--- src/rtl/board_pkg.sv ---
// Shared board geometry, cell/row types and the row-fetch state encoding.
package board_pkg;

  localparam int unsigned BOARD_W = 10;
  localparam int unsigned BOARD_H = 20;
  localparam int unsigned CELL_W  = 16;
  localparam int unsigned ADDR_W  = 8;

  typedef logic [CELL_W-1:0] cell_t;
  typedef cell_t row_t [BOARD_W];

  typedef enum logic [1:0] {
    IDLE,
    FETCH,
    DRAIN
  } fetch_state_t;

endpackage

--- src/rtl/board_row_server_rise_detect.sv ---
// Turns the LD_Row request level into a single-cycle request pulse.
module rise_detect
  import board_pkg::*;
(
  input  logic Clk,
  input  logic reset,
  input  logic ld_i,
  output logic rise_o
);

  logic ld_q;

  always_ff @(posedge Clk or posedge reset) begin
    if (reset) begin
      ld_q <= 1'b0;
    end else begin
      ld_q <= ld_i;
    end
  end

  assign rise_o = ld_i & ~ld_q;

endmodule

--- src/rtl/board_row_server.sv ---
// Fetches one board row from synchronous RAM into a shadow buffer and commits it atomically.
module board_row_server #(
  parameter int unsigned BOARD_W = board_pkg::BOARD_W,
  parameter int unsigned BOARD_H = board_pkg::BOARD_H,
  parameter int unsigned CELL_W  = board_pkg::CELL_W,
  parameter int unsigned ADDR_W  = board_pkg::ADDR_W
) (
  input  logic              Clk,
  input  logic              reset,
  input  logic              LD_Row,
  input  logic [7:0]        rowNum,
  output logic [CELL_W-1:0] Row [BOARD_W],
  output logic              rowReady,
  output logic              ram_rd,
  output logic [ADDR_W-1:0] ram_addr,
  input  logic [CELL_W-1:0] ram_rdata
);
  import board_pkg::*;

  localparam int unsigned ColW = $clog2(BOARD_W + 1);

  fetch_state_t      state_q, state_d;
  logic [ColW-1:0]   col_q, col_d;
  logic [7:0]        row_q, row_d;
  logic              pend_q, pend_d;
  logic [7:0]        pend_row_q, pend_row_d;
  logic              rd_q, rd_d;
  logic [ADDR_W-1:0] addr_q, addr_d;
  logic [ColW-1:0]   iss_col_q, iss_col_d;
  logic              dv_q;
  logic [ColW-1:0]   dcol_q;
  logic              ready_q, ready_d;
  logic [CELL_W-1:0] shadow_q  [BOARD_W];
  logic [CELL_W-1:0] row_out_q [BOARD_W];

  logic       rise;
  logic       start;
  logic       commit;
  logic       blank;
  logic [7:0] start_row;

  rise_detect u_rise_detect (
    .Clk    (Clk),
    .reset  (reset),
    .ld_i   (LD_Row),
    .rise_o (rise)
  );

  // Shift-and-add for the default 10-wide board keeps the address path multiplier-free.
  function automatic logic [ADDR_W-1:0] cell_addr(input logic [7:0] r, input logic [ColW-1:0] c);
    logic [ADDR_W-1:0] base;
    if (BOARD_W == 10) begin
      base = (ADDR_W'(r) << 3) + (ADDR_W'(r) << 1);
    end else begin
      base = ADDR_W'(32'(r) * BOARD_W);
    end
    return base + ADDR_W'(c);
  endfunction

  always_comb begin
    state_d    = state_q;
    col_d      = col_q;
    row_d      = row_q;
    pend_d     = pend_q;
    pend_row_d = pend_row_q;
    rd_d       = 1'b0;
    addr_d     = addr_q;
    iss_col_d  = iss_col_q;
    ready_d    = 1'b0;
    start      = 1'b0;
    commit     = 1'b0;
    blank      = 1'b0;
    // A fresh rise always beats an older pending request.
    start_row  = rise ? rowNum : pend_row_q;

    unique case (state_q)
      IDLE: begin
        if (rise || pend_q) begin
          pend_d = 1'b0;
          if (32'(start_row) < BOARD_H) begin
            start = 1'b1;
          end else begin
            blank   = 1'b1;
            ready_d = 1'b1;
          end
        end
      end
      FETCH: begin
        if (rise) begin
          pend_d     = 1'b1;
          pend_row_d = rowNum;
        end
        if (col_q == ColW'(BOARD_W)) begin
          state_d = DRAIN;
        end else begin
          rd_d      = 1'b1;
          addr_d    = cell_addr(row_q, col_q);
          iss_col_d = col_q;
          col_d     = col_q + ColW'(1);
        end
      end
      DRAIN: begin
        commit  = 1'b1;
        ready_d = 1'b1;
        state_d = IDLE;
        if (rise || pend_q) begin
          if (32'(start_row) < BOARD_H) begin
            start  = 1'b1;
            pend_d = 1'b0;
          end else begin
            // Invalid follow-on row is blanked from IDLE on the next edge.
            pend_d     = 1'b1;
            pend_row_d = start_row;
          end
        end
      end
      default: state_d = IDLE;
    endcase

    if (start) begin
      state_d   = FETCH;
      row_d     = start_row;
      rd_d      = 1'b1;
      addr_d    = cell_addr(start_row, '0);
      iss_col_d = '0;
      col_d     = ColW'(1);
    end
  end

  always_ff @(posedge Clk or posedge reset) begin
    if (reset) begin
      state_q    <= IDLE;
      col_q      <= '0;
      row_q      <= '0;
      pend_q     <= 1'b0;
      pend_row_q <= '0;
      rd_q       <= 1'b0;
      addr_q     <= '0;
      iss_col_q  <= '0;
      dv_q       <= 1'b0;
      dcol_q     <= '0;
      ready_q    <= 1'b0;
      for (int unsigned i = 0; i < BOARD_W; i++) begin
        shadow_q[i]  <= '0;
        row_out_q[i] <= '0;
      end
    end else begin
      state_q    <= state_d;
      col_q      <= col_d;
      row_q      <= row_d;
      pend_q     <= pend_d;
      pend_row_q <= pend_row_d;
      rd_q       <= rd_d;
      addr_q     <= addr_d;
      iss_col_q  <= iss_col_d;
      dv_q       <= rd_q;
      dcol_q     <= iss_col_q;
      ready_q    <= ready_d;
      if (dv_q) begin
        shadow_q[dcol_q] <= ram_rdata;
      end
      // The last cell is taken straight from the RAM port on the commit edge.
      if (commit) begin
        for (int unsigned i = 0; i < BOARD_W - 1; i++) begin
          row_out_q[i] <= shadow_q[i];
        end
        row_out_q[BOARD_W-1] <= ram_rdata;
      end else if (blank) begin
        for (int unsigned i = 0; i < BOARD_W; i++) begin
          row_out_q[i] <= '0;
        end
      end
    end
  end

  assign Row      = row_out_q;
  assign rowReady = ready_q;
  assign ram_rd   = rd_q;
  assign ram_addr = addr_q;

endmodule

--- config.mk ---
export PLATFORM = sky130hd
export DESIGN_NAME = board_row_server
export DESIGN_NICKNAME = d
export VERILOG_FILES = /design/src/rtl/board_pkg.sv /design/src/rtl/board_row_server_rise_detect.sv /design/src/rtl/board_row_server.sv
export SDC_FILE = /design/constraint.sdc
export NUM_CORES = 1
export LEC_CHECK = 0
export BUFFER_PORTS_ARGS = -buffer_cell sky130_fd_sc_hd__buf_2
export CAP_MARGIN = 20
export CORE_MARGIN = 8
export CORE_UTILIZATION = 55
export CTS_CLUSTER_SIZE = 12
export DETAILED_ROUTE_END_ITERATION = 10
export PLACE_DENSITY = 0.77
export SYNTH_ARGS = -nofsm -noshare
export SYNTH_HDL_FRONTEND = slang
export SYNTH_HIERARCHICAL = 1
export SYNTH_SLANG_ARGS = --single-unit
--- constraint.sdc ---
create_clock -name Clk -period 22.6 [get_ports Clk]
set_input_delay 1.13 -clock Clk [delete_from_list [all_inputs] [get_ports Clk]]
set_output_delay 1.13 -clock Clk [all_outputs]
set_load 0.01 [all_outputs]
==> results of run 1 <==
## state kept, by name (all words and copies together) (netlist names), 3 cells and up
signal / flops
Row: 160
shadow_q: 144
pend_row_q: 8
ram_addr: 8
row_q: 7
col_q: 4
dcol_q: 4
iss_col_q: 3
## layer usage
layer | up-vias | global-route usage [%]
li1 | 4636 | -
met5 | - | 0
met1 | 5112 | 29.57
met2 | 321 | 35.03
met4 | 2 | 7.601
met3 | 76 | 5.590
## synthesized netlist by cell type, types with 14 or more instances
cell type  count  share of area, %
buf_2         19              0.67
clkbuf_1      60               1.6
ha_1          17               1.5
inv_1         20              0.53
o21ai_0      145               5.1
mux2_2       141                11
dfrtp_1      345                60
o21ai_1      188               6.6
buf_1         16              0.42
mux2_1        14               1.1
nor2_1        18              0.47
nand2_1      182               4.8
## final cells by class
type                       count  area [µm²]  share of cell area [%]
clock buffer                  49        1011                   6.125
clock inverter                 8       77.57                  0.4700
inverter                      20       82.58                  0.5003
multi-input combinational    793        5142                   31.16
sequential                   345        8633                   52.31
tap                          335       419.2                   2.540
timing repair buffer         210        1139                   6.899
## kinds of logic (layout without fill, tap and decap cells)
family	after synthesis	in the layout	share of synthesized area [%]
muxes	161	161	12.64
DFF	345	345	60.42
and+or+nand+nor	230	230	7.014
buffers and inverters	127	287	3.818
xor gates and xnor gates	11	11	0.6743
adders and majority gates	20	20	1.909
AOI/OAI and AO/OA	371	371	13.53
## placed cells by master (no fill, tap or decap), types with 16 or more instances in the layout
cell type and count:
dfrtp_1 345, buf_2 196, o21ai_1 188, nand2_1 182
o21ai_0 145, mux2_2 141, clkbuf_16 37, inv_1 19
nor2_1 17, ha_1 16
## metrics by stage
step / std cells / hold slack [ps] / total power [mW]
after floorplan: 1265 / 353.5 / 1.568
after global placement: 1701 / 365.4 / 1.798
after detailed placement: 1701 / 366.9 / 1.835
after CTS: 1758 / 380.1 / 2.403
after global routing: 1760 / 388.6 / 2.552
final: 1760 / 376.7 / 2.397
## where the power goes
group / total, mW / internal (mW) / switching (mW)
clock network: 0.560 / 0.324 / 0.236
logic: 0.838 / 0.327 / 0.511
registers: 0.999 / 0.858 / 0.141
## path summary, 6_finish.rpt
kind / slack (ps) / cells after the start / endpoint
min in group asynchronous: 500 / 2 / u_rise_detect/ld_q
min: 380 / 0 / dcol_q[3]
max: 18710 / 9 / Row[17]
min reg2reg: 380 / 0 / dcol_q[3]
max reg2reg: 19060 / 8 / Row[17]
max in group asynchronous: 20730 / 3 / shadow_q[79]
## critical path, delay by kind of cell
| kind | cells | cell delay, ps |
|---|---|---|
| buffers and inverters | 3 | 1530 |
| AO/OA/AOI/OAI | 3 | 570 |
| AND/OR/NAND/NOR | 2 | 510 |
| multiplexers | 1 | 470 |
==> out/qor.yml, run 1 <==
floorplan:
  std_cell_rows: 59
  design.core.area_um2: 25760
  die_y_um: 177.2
  dieArea_um2: 31390
  ios: 197
  die_w_um: 177.2
  start_util_pct: 55.46
yosys:
  avgSynthCellArea_um2: 11.30
  yosys_warnings: 6
  synth_top_flop_cell: "dfrtp_1"
  syn_area_um2: 14290
  synth_cells: 1265
  synth_edf_count: 0
  synth_nets: 1312
  ys_types: 57
  ys_ff_latch: 345
  seq_area_frac_synth_pct: 60.42
  synthArstFlopShare_pct: 100.0
sta:
  maxSlewHeadroom_pct: 26.14
  final.setup.tns_ps: 0
  finalWorstSetupSlack_ps: 18710
  finalSetupViolCount: 0
  fin_worst_skew_ps: 20.17
  rsz0062_at_grt: "no"
  fin_crit_ps: 3886
  hold_viol_final: 0
  final_max_slew_viol_count: 0
  worstMarginPinSlew_ps: 1108
  fmax_mhz: 257.4
  post-route-period-util_pct: 17.19
clock_tree:
  cts_tree: "built"
  cts_buffers: 37
  cts_hold_buffers: 0
  cts_setup_buffers: 0
  cts_max_level: 2
  cts.path.max_buffers: 3
  cts-resized-gates: 0
  clk_pin_slew_worst_paths_ps: 60
  root_buffer: "clkbuf_16"
  cts.sinks: 345
  clkLatencyLatePin_ps: 520
global_route:
  antenna_found_initial: 1
  overflow: 0
  grt_pass1_wl_um: 55370
  grt_usage_pct: 22.20
  grt_max_degree: 195
  grt_pass1_vias: 9986
layout:
  fin_nets: 1454
  diodes: 0
  final_util_pct: 64.06
  filler_cell_count: 1963
  drive_gt1_share_pct: 29.05
  areaGrowthSynthToFinish_pct: 15.51
  fin_area_um2: 16500
power_and_ir_drop:
  peakVddDrop_mv: 0.1135
  leakage_nw: 7.817
  powerDensity_nw_per_um2: 145.3
status:
  status: "finished clean"
critical_path:
  path_max_fanout: 86
  endpoint_kind: "flip-flop"
  criticalPathCategory: "in -> reg"
  timing.rr.start: "u_rise_detect/ld_q"
  crit_path_cell_trace: "buf_2 > nor2b_4 > mux2i_1 > nor3_4 > o21ai_4 > buf_4 > buf_4 > o21ai_0 > o21ai_0"
  cp_slowest_cell: "buf_4"
  arrival_ps: 4320
  startpoint: "LD_Row"
  cp.required_ps: 23030
  startpoint_type: "input pin"
  cp_slowest_stage_delay_ps: 820
routing:
  wl_per_cell_um: 20.11
  first_pass_iters: 5
  drtIter0Drc: 1015
  viasPerCell: 5.765
  wl_met1_um: 14890
  met3_length_um: 2668
  num_vias: 10147
  ant_nets: 0
  top_layer: "met5"
  routed_wl_um: 35390
  drc: 0
  wl_met2_um: 16720
flow_run:
  cap_violations: 0
min_path:
  hold_class: "reg -> reg"
  worstHoldStart: "iss_col_q[3]"
placed_design:
  port-buffer-count: 196
  place_congestion: 0.7846
  dpl_cell_area_um2: 15360
  place_ws_ps: 18270
  place_hpwl_um: 21460
Note: power is estimated with default switching activity, not from simulation.
==> inputs of run 2 (changes only) <==
- CORE_UTILIZATION: 55 -> 52
- PLACE_DENSITY: 0.77 -> 0.76
- clock period: 22.6 -> 3.4 ns (I/O delays scaled with it)
==> run 2 against run 1 <==
Net effect: critical path depth did not move; clock power rose to 6.5 times the previous value; final cell count rose by 1.3%; clock skew fell by 1.1 ps; sequential power rose to 6.6 times the previous value; register-to-register slack got worse by 18000 ps; non-clock buffer count rose by 13; via count barely moved; sequential share of layout area fell by 0.53 points; critical path type is now reg -> reg; core utilization fell by 2.2 points; global-route usage fell by 0.61 points; sequential cell count did not move.
==> out/qor.yml, run 2 (synthesis gave the netlist of run 1 again) <==
routing:
  wl_per_cell_um: 20.27
  ant_nets: 0
  routed_wl_um: 36120
  wl_met1_um: 15360
  wl_met2_um: 17300
  drtIter0Drc: 900
  first_pass_iters: 5
  top_layer: "met4"
  met3_length_um: 2541
  viasPerCell: 5.692
  drc: 0
  num_vias: 10143
status:
  status: "finished clean"
sta:
  finalWorstSetupSlack_ps: 728.3
  whs_ps: 59.47
  fin_crit_ps: 2672
  hold_viol_final: 0
  rsz0062_at_grt: "no"
  final_max_slew_viol_count: 0
  fmax_mhz: 374.3
  finalSetupViolCount: 0
  worstMarginPinSlew_ps: 979.1
  fin_worst_skew_ps: 19.09
  maxSlewHeadroom_pct: 34.66
  post-route-period-util_pct: 78.58
critical_path:
  path_max_fanout: 15
  ff2ff_path_depth: 9
  arrival_ps: 3040
  startpoint: "u_rise_detect/ld_q"
  timing.rr.start: "u_rise_detect/ld_q"
  cp.required_ps: 3770
  startpoint_type: "flip-flop"
  reg2reg_to: "ram_addr[7]"
  criticalPathCategory: "reg -> reg"
  endpoint_kind: "flip-flop"
  rrSetupSlack_ps: 730
min_path:
  worstHoldStart: "ram_rdata[15]"
  holdPathStages: 3
  hold_class: "in -> reg"
  whs_endpoint: "Row[15]"
global_route:
  antenna_found_initial: 3
  grt_pass1_vias: 10157
  grt_usage_pct: 21.59
  grt_max_degree: 142
  overflow: 0
  grt_pass1_wl_um: 57040
layout:
  areaGrowthSynthToFinish_pct: 16.69
  drive_gt1_share_pct: 29.24
  multi_input_area_um2: 5142
  fin_nets: 1467
  final_cell_mix: "345 x dfrtp_1, 196 x buf_2, 188 x o21ai_1"
  regArea_um2: 8633
  filler_cell_count: 2159
  layout_commonest_cell: "dfrtp_1"
  largest_reg_flops: 160
clock_tree:
  cts-resized-gates: 0
  cts_tree: "built"
  clk_pin_slew_worst_paths_ps: 60
  cts.path.max_buffers: 3
  cts.sinks: 345
  root_buffer: "clkbuf_16"
  cts_buffers: 37
  clkLatencyLatePin_ps: 510
  cts_max_level: 2
floorplan:
  design.core.area_um2: 26950
  die_w_um: 181.8
  dieArea_um2: 33040
  start_util_pct: 53.02
  ios: 197
  std_cell_rows: 60
  die_y_um: 181.8
power_and_ir_drop:
  powerDensity_nw_per_um2: 960.0
  finalPower_mw: 16.01
  peakVddDrop_mv: 0.5042
  leakage_nw: 7.890
placed_design:
  place_ws_ps: 758.4
  port-buffer-count: 196
  place_congestion: 0.8332
  place_hpwl_um: 23020
flow_run:
  cap_violations: 0
-- run 2: cell type report --
class	count	share of cell area, %
repair buffers	223	7.834
diodes	1	0.01501
clock inverters	4	0.1801
multi-input cells	793	30.84
clock buffers	55	6.318
flip-flops and latches	345	51.78
well taps	341	2.559
inverters	20	0.4728
-- run 2: worst max path at each step --
stage,slack (ps),cells past startpoint,end
after floorplan,-1370,1,Row[0]
after global placement,830,9,ram_addr[7]
after detailed placement,760,9,ram_addr[7]
after CTS,740,9,ram_addr[7]
after global routing,530,9,ram_addr[7]
final,730,9,ram_addr[7]
-- run 2: critical path, cell delays in order, from the launching register on --
cell and delay (ps):
dfrtp_1 390, nor2b_4 380, mux2i_1 470, inv_1 150
ha_1 350, nor2b_1 140, o21ai_0 110, o2111a_1 160
o41ai_1 320, a31oi_1 70
-- run 2: stage by stage --
| step | std cells | utilization, % | setup TNS [ps] | cell area, µm² |
|---|---|---|---|---|
| after CTS | 1781 | 61.86 | 0 | 16670 |
| after detailed placement | 1718 | 57.69 | 0 | 15550 |
| after global placement | 1718 | 57.69 | 0 | 15550 |
| after floorplan | 1265 | - | -472140 | 14290 |
| final | 1782 | 61.87 | 0 | 16670 |
| after global routing | 1781 | 61.86 | 0 | 16670 |
-- run 2: routing by layer --
layer  vias up  global-route usage (%)
li1       4654                       -
met1      5099                   28.22
met2       325                   35.28
met3        65                   5.030
met4         0                   6.822
met5         -                       0
-- run 2: report_power, final --
group | switching [mW] | internal [mW]
combinational | 3.44 | 2.27
clock | 1.52 | 2.13
sequential | 0.940 | 5.70
-- run 2: what timing repair did --
| item | 4_1_cts | 5_1_grt |
|---|---|---|
| endpoints found under the hold margin | 27 | 0 |
| buffers inserted | 0 | 0 |
| hold buffers | 4 | 0 |
